### src/rtl/my_pkg.sv
// Shared pipeline types: branch cache entry and the BTB prediction slot carried down the pipe.
package my_pkg;

    typedef struct packed {
        logic        V;
        logic [5:0]  TAG;
        logic [31:0] TA;
        logic        T;
    } CACHE_BRANCH;

    localparam int unsigned BTB_TAG_W = 6;

    typedef struct packed {
        logic        valid;
        logic        taken;
        logic [31:0] target;
    } BTB_PRED_SLOT;

endpackage

### src/rtl/btb_entry_array.sv
// Direct-mapped BTB storage: one combinational read port, one resolve-driven write port,
// asynchronous clear of every entry.
module btb_entry_array import my_pkg::*; #(
    parameter int unsigned ENTRIES = 16,
    parameter int unsigned IDX_W   = $clog2(ENTRIES)
) (
    input  logic                 clk,
    input  logic                 rst_n,
    input  logic [IDX_W-1:0]     rd_idx,
    output CACHE_BRANCH          rd_entry,
    input  logic                 wr_en,
    input  logic [IDX_W-1:0]     wr_idx,
    input  logic [BTB_TAG_W-1:0] wr_tag,
    input  logic [31:0]          wr_target,
    input  logic                 wr_taken
);

    CACHE_BRANCH entries_q [ENTRIES];

    assign rd_entry = entries_q[rd_idx];

    // Taken outcomes overwrite the slot outright; not-taken only demotes a matching entry.
    always_ff @(posedge clk or negedge rst_n) begin
        if (!rst_n) begin
            for (int i = 0; i < int'(ENTRIES); i++) begin
                entries_q[i] <= '0;
            end
        end else if (wr_en) begin
            if (wr_taken) begin
                entries_q[wr_idx] <= '{V: 1'b1, TAG: wr_tag, TA: wr_target, T: 1'b1};
            end else if (entries_q[wr_idx].V && (entries_q[wr_idx].TAG == wr_tag)) begin
                entries_q[wr_idx].T <= 1'b0;
            end
        end
    end

endmodule

### src/rtl/branch_target_buffer.sv
// Branch target buffer beside IF: predicts the next fetch PC, carries the prediction to EX
// alongside the instruction, and flags/corrects mispredicts against the resolved outcome.
module branch_target_buffer import my_pkg::*; #(
    parameter int unsigned ENTRIES = 16,
    parameter int unsigned IDX_W   = $clog2(ENTRIES)
) (
    input  logic        clk,
    input  logic        rst_n,
    input  logic [31:0] if_pc,
    input  logic        en_pc,
    input  logic        en_ifid,
    input  logic        bubble_ex,
    output logic        pred_taken,
    output logic [31:0] pred_target,
    input  logic        res_valid,
    input  logic [31:0] res_pc,
    input  logic        res_taken,
    input  logic [31:0] res_target,
    output logic        mispredict,
    output logic [31:0] redirect_pc,
    output logic [15:0] stat_mispredicts
);

    logic [IDX_W-1:0]     if_idx;
    logic [IDX_W-1:0]     res_idx;
    logic [BTB_TAG_W-1:0] if_tag;
    logic [BTB_TAG_W-1:0] res_tag;
    CACHE_BRANCH          rd_entry;
    logic                 hit;

    BTB_PRED_SLOT pf_if_q;
    BTB_PRED_SLOT ifid_q;
    BTB_PRED_SLOT idex_q;

    logic        res_act;
    logic        eff_taken;
    logic [31:0] eff_target;
    logic [31:0] res_pc_inc;
    logic [15:0] stat_q;

    assign if_idx  = if_pc[IDX_W+1:2];
    assign if_tag  = if_pc[IDX_W+BTB_TAG_W+1:IDX_W+2];
    assign res_idx = res_pc[IDX_W+1:2];
    assign res_tag = res_pc[IDX_W+BTB_TAG_W+1:IDX_W+2];

    btb_entry_array #(
        .ENTRIES (ENTRIES),
        .IDX_W   (IDX_W)
    ) u_array (
        .clk       (clk),
        .rst_n     (rst_n),
        .rd_idx    (if_idx),
        .rd_entry  (rd_entry),
        .wr_en     (res_valid),
        .wr_idx    (res_idx),
        .wr_tag    (res_tag),
        .wr_target (res_target),
        .wr_taken  (res_taken)
    );

    always_comb begin
        hit         = rd_entry.V && (rd_entry.TAG == if_tag);
        pred_taken  = hit && rd_entry.T;
        pred_target = pred_taken ? rd_entry.TA : if_pc + 32'd4;
    end

    // An empty ID/EX slot behaves as a not-taken, fall-through prediction.
    always_comb begin
        res_act     = res_valid && rst_n;
        res_pc_inc  = res_pc + 32'd4;
        eff_taken   = idex_q.valid && idex_q.taken;
        eff_target  = idex_q.valid ? idex_q.target : res_pc_inc;
        mispredict  = res_act && ((eff_taken != res_taken) ||
                                  (res_taken && (eff_target != res_target)));
        redirect_pc = !res_act ? 32'd0 : (res_taken ? res_target : res_pc_inc);
    end

    // Flush takes priority over stalls and bubbles so no stale prediction survives a redirect.
    always_ff @(posedge clk or negedge rst_n) begin
        if (!rst_n) begin
            pf_if_q <= '0;
            ifid_q  <= '0;
            idex_q  <= '0;
        end else if (mispredict) begin
            pf_if_q <= '0;
            ifid_q  <= '0;
            idex_q  <= '0;
        end else begin
            if (en_pc) begin
                pf_if_q <= '{valid: 1'b1, taken: pred_taken, target: pred_target};
            end
            if (en_ifid) begin
                ifid_q <= pf_if_q;
            end
            idex_q <= bubble_ex ? '0 : ifid_q;
        end
    end

    always_ff @(posedge clk or negedge rst_n) begin
        if (!rst_n) begin
            stat_q <= '0;
        end else if (mispredict && (stat_q != 16'hFFFF)) begin
            stat_q <= stat_q + 16'd1;
        end
    end

    assign stat_mispredicts = stat_q;

endmodule

### config.mk
export PLATFORM = sky130hd
export DESIGN_NAME = branch_target_buffer
export DESIGN_NICKNAME = d
export VERILOG_FILES = /design/src/rtl/my_pkg.sv /design/src/rtl/btb_entry_array.sv /design/src/rtl/branch_target_buffer.sv
export SDC_FILE = /design/constraint.sdc
export NUM_CORES = 1
export LEC_CHECK = 0
export BUFFER_PORTS_ARGS = -buffer_cell sky130_fd_sc_hd__buf_2
export CORE_UTILIZATION = 55
export DETAILED_ROUTE_END_ITERATION = 7
export PLACE_DENSITY_LB_ADDON = 0.15
export SLEW_MARGIN = 25
export SYNTH_ARGS = -nofsm -noshare
export SYNTH_HDL_FRONTEND = slang
export SYNTH_HIERARCHICAL = 1
export SYNTH_SLANG_ARGS = --single-unit
### constraint.sdc
create_clock -name clk -period 9.84 [get_ports clk]
set_input_delay 0.492 -clock clk [delete_from_list [all_inputs] [get_ports clk]]
set_output_delay 0.492 -clock clk [all_outputs]
set_load 0.005 [all_outputs]
# Word level (Yosys, flattened, before mapping)
# Cells that the tools add are included.
dict set report classes {
  eq_ne 5
  bitwise_logic 2
  order_cmp 3
  addsub 3
  mux 24
  reduce_logical 14
}
# operator count
set ops {}
lappend ops {{$bwmux 640} 2}
lappend ops {{$mux 640} 2}
lappend ops {{$bmux 40 s4} 2}
lappend ops {{$demux 40 s4} 2}
lappend ops {{$mux 34} 6}
lappend ops {{$mux 40} 5}
lappend ops {{$mux 32} 4}
lappend ops {{$add 32x3->32 const B} 2}
lappend ops {{$ne 32x32->1} 1}
lappend ops {{$add 16x1->16 const B} 1}
lappend ops {{$ne 16x16->1 const B} 1}
lappend ops {{$eq 6x6->1} 2}
lappend ops {{$ge 5x5->1 const B} 2}
lappend ops {{$not 4->5} 2}
lappend ops {{$logic_and 1x1->1} 9}
lappend ops {{$reduce_bool 2->1} 3}
lappend ops {{$lt 5x1->1 const B} 1}
lappend ops {{$reduce_and 2->1} 1}
lappend ops {{$logic_or 1x1->1} 1}
lappend ops {{$mux 1} 1}
lappend ops {{$ne 1x1->1} 1}
dict set report word_totals {
  wordCells 125
  output_inout_bits 82
  regBits 758
}

# Depth between registers and ports, before layout
# Gate-level depths: netlist of the first run.
dict set report logic_depth {
  depth_word 10
  ltp_mapped 15
  mapped_depth_nobuf 11
}

# Cells and area by module
# The synthesis of the first run kept the hierarchy.
# mod area_each_um2 cells_per_inst seq_area_each_um2 n_inst
set modules_own_cells {}
lappend modules_own_cells {btb_entry_array 29589.6 1786 16015.4 1}
lappend modules_own_cells {branch_target_buffer 7686.1 875 2952.8 1}

# Worst setup path after synthesis of the first run
# No wires, ideal clock.
dict set report synth_timing {
  kind {input to output}
  from {input port if_pc[2]}
  to {output port pred_target[11]}
  t_arrival_ns 3.683
  path_buffers 5
  setup_slack_ns 5.665
  t_required_ns 9.348
  path_stages 12
  path_cell_list {clkbuf_1 clkbuf_1 buf_1 mux4_2 mux4_2 xnor2_1 nand3_1 nor3_1 nand4_1 clkbuf_1 clkbuf_1 a21oi_1}
}
# element line_no
set synth_lines {}
lappend synth_lines {{from (decl)} branch_target_buffer.sv:9} ;# input logic [31:0] if_pc,
lappend synth_lines {{to (decl)} branch_target_buffer.sv:14} ;# output logic [31:0] pred_target,

# Worst setup path after layout of the first run
dict set report layout_timing {
  from {input port res_pc[3]}
  to {output port mispredict}
}
dict set report layout_via {
  elab_chain_len 6
}
# element line_no
set layout_rtl {}
lappend layout_rtl {{from (decl)} branch_target_buffer.sv:16} ;# input logic [31:0] res_pc,
lappend layout_rtl {{$add 32x3->32} branch_target_buffer.sv:70} ;# res_pc_inc = res_pc + 32'd4;
lappend layout_rtl {{$mux 32} branch_target_buffer.sv:72} ;# eff_target = idex_q.valid ? idex_q.target : res_pc_inc;
lappend layout_rtl {{$ne 32x32->1} branch_target_buffer.sv:74} ;# (res_taken && (eff_target != res_target)));
lappend layout_rtl {{$logic_and 1x1->1} branch_target_buffer.sv:74}
lappend layout_rtl {{$logic_or 1x1->1} branch_target_buffer.sv:73} ;# mispredict = res_act && ((eff_taken != res_taken) ||
lappend layout_rtl {{$logic_and 1x1->1} branch_target_buffer.sv:73}
lappend layout_rtl {{to (decl)} branch_target_buffer.sv:19} ;# output logic mispredict,
# No other way between the ends.

==> results.yml, run 1 <==
setup_path:
  endpoint_kind: "output pin"
  crit_required_ps: 9350
  crit_type: "in -> out"
  arrival_ps: 5080
  start_kind: "input port"
  critical_path.max_fanout: 43
global_routing:
  grt_pass1_vias: 24600
  grt_pass1_wl_um: 161000
  track_usage_pct: 31.3
  antenna_found_initial: 17
  grt_max_degree: 180
  grt_overflow: 0
synth:
  syn_area_um2: 37300
  yosysWarnings: 6
  synthArstFlopShare_pct: 100
  synth_edf_count: 0
  synth.distinct_cells: 68
  ys_seq_area_share_pct: 50.9
  postSynthCellCount: 2661
  synth_ff_type: "dfrtp_1"
  syn_area_per_cell_um2: 14.0
  synth_nets: 2767
  ys_seq_elements: 758
sta:
  period_needed_ps: 5570
  setup_tns_ps: 0
  finalMaxSlewViolations: 0
  tightest_slew_ps: 1100
  max_freq_mhz: 180
  setup_viol: 0
  fin_worst_skew_ps: 38.2
  rsz0062_at_grt: "no"
  hold_viol: 0
  maxSlewHeadroom_pct: 26.4
  finalCritPeriodShare_pct: 56.6
place:
  dp.cells: 3541
  port_buffers: 184
  dp_hpwl_um: 65500
  gp_congestion: 0.907
drt:
  viasPerCell: 6.46
  routed_wl_um: 105000
  firstDrtPassIters: 7
  ant_nets: 0
  via_count: 23800
  wl_per_cell_um: 28.6
  drc_errors: 0
  drt_iter0_markers: 1957
final_layout:
  final_cells: 3683
  seq_area_um2: 19000
  synthToLayoutAreaGrowth_pct: 11.6
  layout_commonest_cell: "dfrtp_1"
  final_cell_mix: "dfrtp_1 (758), mux2_2 (562), mux4_2 (219)"
  layout.nets: 2858
  drive_gt1_share_pct: 41.3
  n_fill_cell: 5088
  multi_input_area_um2: 17300
pwr:
  p_int_mw: 6.43
  pwr-share-clk_pct: 36.4
  comb_power_share_pct: 17.0
  pwr-share-seq_pct: 46.6
  power_density_nw_per_um2: 207
  power.switching_mw: 2.18
  switching_share_pct: 25.3
  p_leak_nw: 18.5
  vdd_drop_max_v: 0.000128
clock_tree:
  cts_inserted_buffers: 80
  cts_tree: "yes"
  clock_latency_ps: 640
  clock-sinks: 758
  clk_pin_slew_ps: 60
  cts_max_level: 3
  cts-root-buf: "clkbuf_16"
  clk_path_buf_depth: 3
min_path:
  hold_class: "in -> reg"
floorplanning:
  initial_core_util_pct: 55.5
  die_x_um: 262
  num_rows: 95
  die_h_um: 262
  dieArea_um2: 68800
  io_pins: 185
  coreArea_um2: 67200
run:
  max_cap_violations: 0
outcome:
  status: "finished, final reports clean"
## synth_stat cells (4+ instances only)
cell type,n,area share [%]
buf_6,12,0.36
o22ai_1,6,0.10
and4_1,7,0.16
nand4_1,21,0.35
nor2_1,187,1.9
nand2b_1,17,0.29
nor4_1,11,0.18
or2_1,10,0.17
nand2_1,56,0.56
nor3_1,25,0.34
clkbuf_1,123,1.2
mux2_1,57,1.7
buf_2,40,0.54
dfrtp_1,758,51
mux2_2,562,17
and3_1,17,0.29
and2_1,4,0.067
mux2i_1,92,2.5
buf_4,9,0.18
buf_1,36,0.36
nor3b_1,38,0.77
a2111oi_0,18,0.42
xnor2_1,54,1.3
mux4_2,219,13
o21ai_0,22,0.30
a21oi_1,66,0.89
nor2b_1,14,0.23
nand3_1,41,0.55
xor2_1,61,1.4
a31oi_1,5,0.084
inv_1,15,0.15
## what timing repair did
item                                   in CTS  in global routing
endpoints found under the hold margin      91                  0
resized for setup                           0                  0
setup buffers                               0                  0
hold buffers                                1                  0
## registers in the layout (all words and copies together), names as in the netlist
name and cells:
idex_q 34, ifid_q 34, pf_if_q 34, stat_mispredicts 16, u_array/entries_q 640
## metal layers
layer  part of all wire (%)  global-route usage [%]  wire (um)
met5                   0.14                       0        152
met4                    2.9                    10.2       3040
met3                    6.6                    5.96       6960
met2                     46                    48.2      48900
met1                     44                    45.2      46300
## cell type report
cell class / count / share of cell area [%]
Timing Repair Buffer: 230 / 3.31
Inverter: 16 / 0.144
Antenna cell: 3 / 0.0181
Tap cell: 873 / 2.63
Multi-Input combinational cell: 1666 / 41.7
Clock buffer: 118 / 5.87
Sequential cell: 758 / 45.6
Clock inverter: 19 / 0.707
## path summary, 6_finish.rpt
check                                         end  cells after the start              startpoint  slack, ps
setup / recovery                       mispredict                     12               res_pc[3]       4270
hold / removal                         pf_if_q[0]                      5                if_pc[0]        240
setup reg to reg                      pf_if_q[27]                     11              idex_q[33]       5170
hold reg to reg            u_array/entries_q[550]                      1  u_array/entries_q[550]        490
max in group asynchronous  u_array/entries_q[142]                      6                   rst_n       6300
min in group asynchronous  u_array/entries_q[561]                      2                   rst_n        460
## worst max-delay path, stage by stage
cell and delay [ps]:
buf_2 70, buf_4 560, ha_1 390, nand4_4 200, nor4_1 870, nand3_1 180
xor2_1 210, a211oi_1 90, a2111oi_0 450, and4b_1 860, nor2_4 360, buf_2 270
## cell families after synthesis
family | count (synthesis) | synth area share, %
xor gates and xnor gates | 116 | 2.76
adders and majority gates | 3 | 0.101
DFF | 758 | 50.9
and+or+nand+nor | 467 | 6.34
AOI/OAI and AO/OA | 148 | 2.51
buffers and inverters | 237 | 2.86
muxes | 932 | 34.5
## power groups by stage
stage	Combinational, mW	Sequential [mW]	Clock, mW
after floorplan	1.09	3.94	0
after global placement	1.41	4.01	0
after detailed placement	1.46	4.06	0
after CTS	1.47	4.01	3.19
after global routing	1.57	4.08	3.31
final	1.47	4.01	3.13
## stage by stage
stage / cell area (um2) / hold WS, ps / util, % / total power, mW / worst slack [ps]
floorplan: 37300 / 196 / - / 5.02 / 5670
global placement: 38800 / 464 / 57.7 / 5.43 / 3900
detailed placement: 38800 / 473 / 57.8 / 5.52 / 3740
CTS: 41500 / 224 / 61.9 / 8.67 / 3710
global route: 41600 / 276 / 61.9 / 8.96 / 3890
finish: 41600 / 244 / 61.9 / 8.61 / 4270
Note: power is estimated with default switching activity, not from simulation.
==> run 2: changes to the inputs <==
==> constraint.sdc (replaced) <==
create_clock -name clk -period 5.4 [get_ports clk]
set_input_delay 0.27 -clock clk [delete_from_list [all_inputs] [get_ports clk]]
set_output_delay 0.27 -clock clk [all_outputs]
set_load 0.005 [all_outputs]
==> run 2 against run 1 <==
Effect of this change:
- setup slack worse by 3200 ps
- via count rose by 0.42%
- global-route usage grew 0.23 points
- power increased by 83%
- largest cell class unchanged
==> results.yml, run 2 (synthesized netlist as in run 1, its figures left out) <==
drt:
  ant_nets: 0
  routed_wl_um: 106000
  drc_errors: 0
  viasPerCell: 6.44
  wl_per_cell_um: 28.6
  drt_iter0_markers: 1987
  via_count: 23900
  firstDrtPassIters: 6
clock_tree:
  clock_latency_ps: 620
  cts_max_level: 3
  clock-sinks: 758
  cts-root-buf: "clkbuf_16"
  postCtsHoldBufs: 1
  cts_inserted_buffers: 81
  cts_tree: "yes"
  ctsResizeCount: 0
  postCtsSetupBuffers: 0
  clk_pin_slew_ps: 60
  clk_path_buf_depth: 3
place:
  dp_hpwl_um: 68300
  gp_congestion: 0.935
  dpl-instance-area_um2: 38900
  port_buffers: 184
min_path:
  min_to: "u_array/entries_q[578]"
  min_delay_path_depth: 2
  hp-start: "res_target[17]"
  hold_class: "in -> reg"
setup_path:
  path_cells: "buf_4 -> inv_1 -> o311ai_0 -> o41ai_1 -> a211oi_1 -> xnor2_1 -> a2111oi_0 -> and4b_1 -> nor2_4 -> buf_2"
  rrSetupSlack_ps: 1230
  endpoint_kind: "output pin"
  crit_type: "reg -> out"
  r2r-end: "idex_q[28]"
  crit_required_ps: 5130
  arrival_ps: 4070
  max_stage_delay_ps: 640
  start_kind: "register"
  r2r_start: "idex_q[33]"
  worstRegToRegCells: 11
  critical_path.max_fanout: 37
  cpMaxStageDelayCell: "nor2_4"
final_layout:
  final_cell_mix: "dfrtp_1 (758), mux2_2 (562), mux4_2 (219)"
  synthToLayoutAreaGrowth_pct: 12.1
  n_fill_cell: 5002
  largest-register: "u_array/entries_q"
  drive_gt1_share_pct: 41.6
  finalInstanceArea_um2: 41800
  largest_reg_flops: 640
  multi_input_area_um2: 17300
  layout_commonest_cell: "dfrtp_1"
  seq_area_um2: 19000
  layout.nets: 2868
sta:
  max_freq_mhz: 230
  maxSlewHeadroom_pct: 27.5
  finalMaxSlewViolations: 0
  setup_viol: 0
  period_needed_ps: 4340
  setup_tns_ps: 0
  hold_viol: 0
  fin_worst_skew_ps: 17.1
  finalCritPeriodShare_pct: 80.4
  rsz0062_at_grt: "no"
  tightest_slew_ps: 1080
pwr:
  power_density_nw_per_um2: 377
  p_int_mw: 11.8
  pwr-share-seq_pct: 46.3
  vdd_drop_max_v: 0.000290
  comb_power_share_pct: 17.0
  switching_share_pct: 25.4
  power_mw: 15.8
  p_leak_nw: 18.6
  pwr-share-clk_pct: 36.7
  power.switching_mw: 4.00
floorplanning:
  die_x_um: 262
  die_h_um: 262
  dieArea_um2: 68800
  io_pins: 185
  initial_core_util_pct: 55.5
  coreArea_um2: 67200
  num_rows: 95
run:
  max_cap_violations: 0
global_routing:
  grt_max_degree: 167
  grt_pass1_vias: 25100
  grt_overflow: 0
  track_usage_pct: 31.5
  grt_pass1_wl_um: 163000
  antenna_found_initial: 22
outcome:
  status: "finished, final reports clean"
==> run 2: layout make-up <==
type | instances | area share, %
clock buffers | 123 | 5.86
flip-flops and latches | 758 | 45.4
repair buffers | 239 | 3.63
well taps | 873 | 2.61
multi-input cells | 1666 | 41.5
inverters | 16 | 0.144
diodes | 8 | 0.0479
clock inverters | 25 | 0.826
==> run 2: how the worst max path moves through the flow <==
stage	startpoint	end	depth (start not counted)
2_1_floorplan	if_pc[2]	pred_target[11]	12
3_3_place_gp	res_pc[4]	pf_if_q[30]	11
3_5_place_dp	res_pc[4]	idex_q[19]	11
4_1_cts	if_pc[2]	pred_target[29]	11
5_1_grt	res_pc[4]	mispredict	10
6_report	idex_q[33]	mispredict	10
==> run 2: critical path: cells and delay by family, from the launching register on <==
kind | cells | cell delay, ps
AO/OA/AOI/OAI | 4 | 700
XOR/XNOR | 1 | 200
buffers and inverters | 3 | 1180
flip-flops | 1 | 360
AND/OR/NAND/NOR | 2 | 990
==> run 2: per-layer routing <==
metal,vias to the layer above,routed length [um],global-route usage [%]
met5,-,122,0
met1,12800,45200,44.8
met3,192,7910,6.89
li1,10000,-,-
met2,880,49300,48.4
met4,22,3400,11.2
==> run 2: metrics by stage <==
step           utilization (%)  worst slack [ps]  instances  hold slack [ps]
2_1_floorplan                -              1670       2661            -25.6
3_3_place_gp              58.0               941       3550              311
3_5_place_dp              58.0               792       3550              331
4_1_cts                   62.1              1020       3699             94.6
5_1_grt                   62.2               837       3704              141
6_report                  62.2              1060       3708              125
==> run 2: power by group through the flow <==
stage | logic [mW] | clock network (mW) | registers [mW]
after global routing | 2.89 | 6.11 | 7.43
after CTS | 2.69 | 5.89 | 7.29
after detailed placement | 2.68 | 0 | 7.39
after floorplan | 1.98 | 0 | 7.17
final | 2.68 | 5.79 | 7.30
after global placement | 2.58 | 0 | 7.30
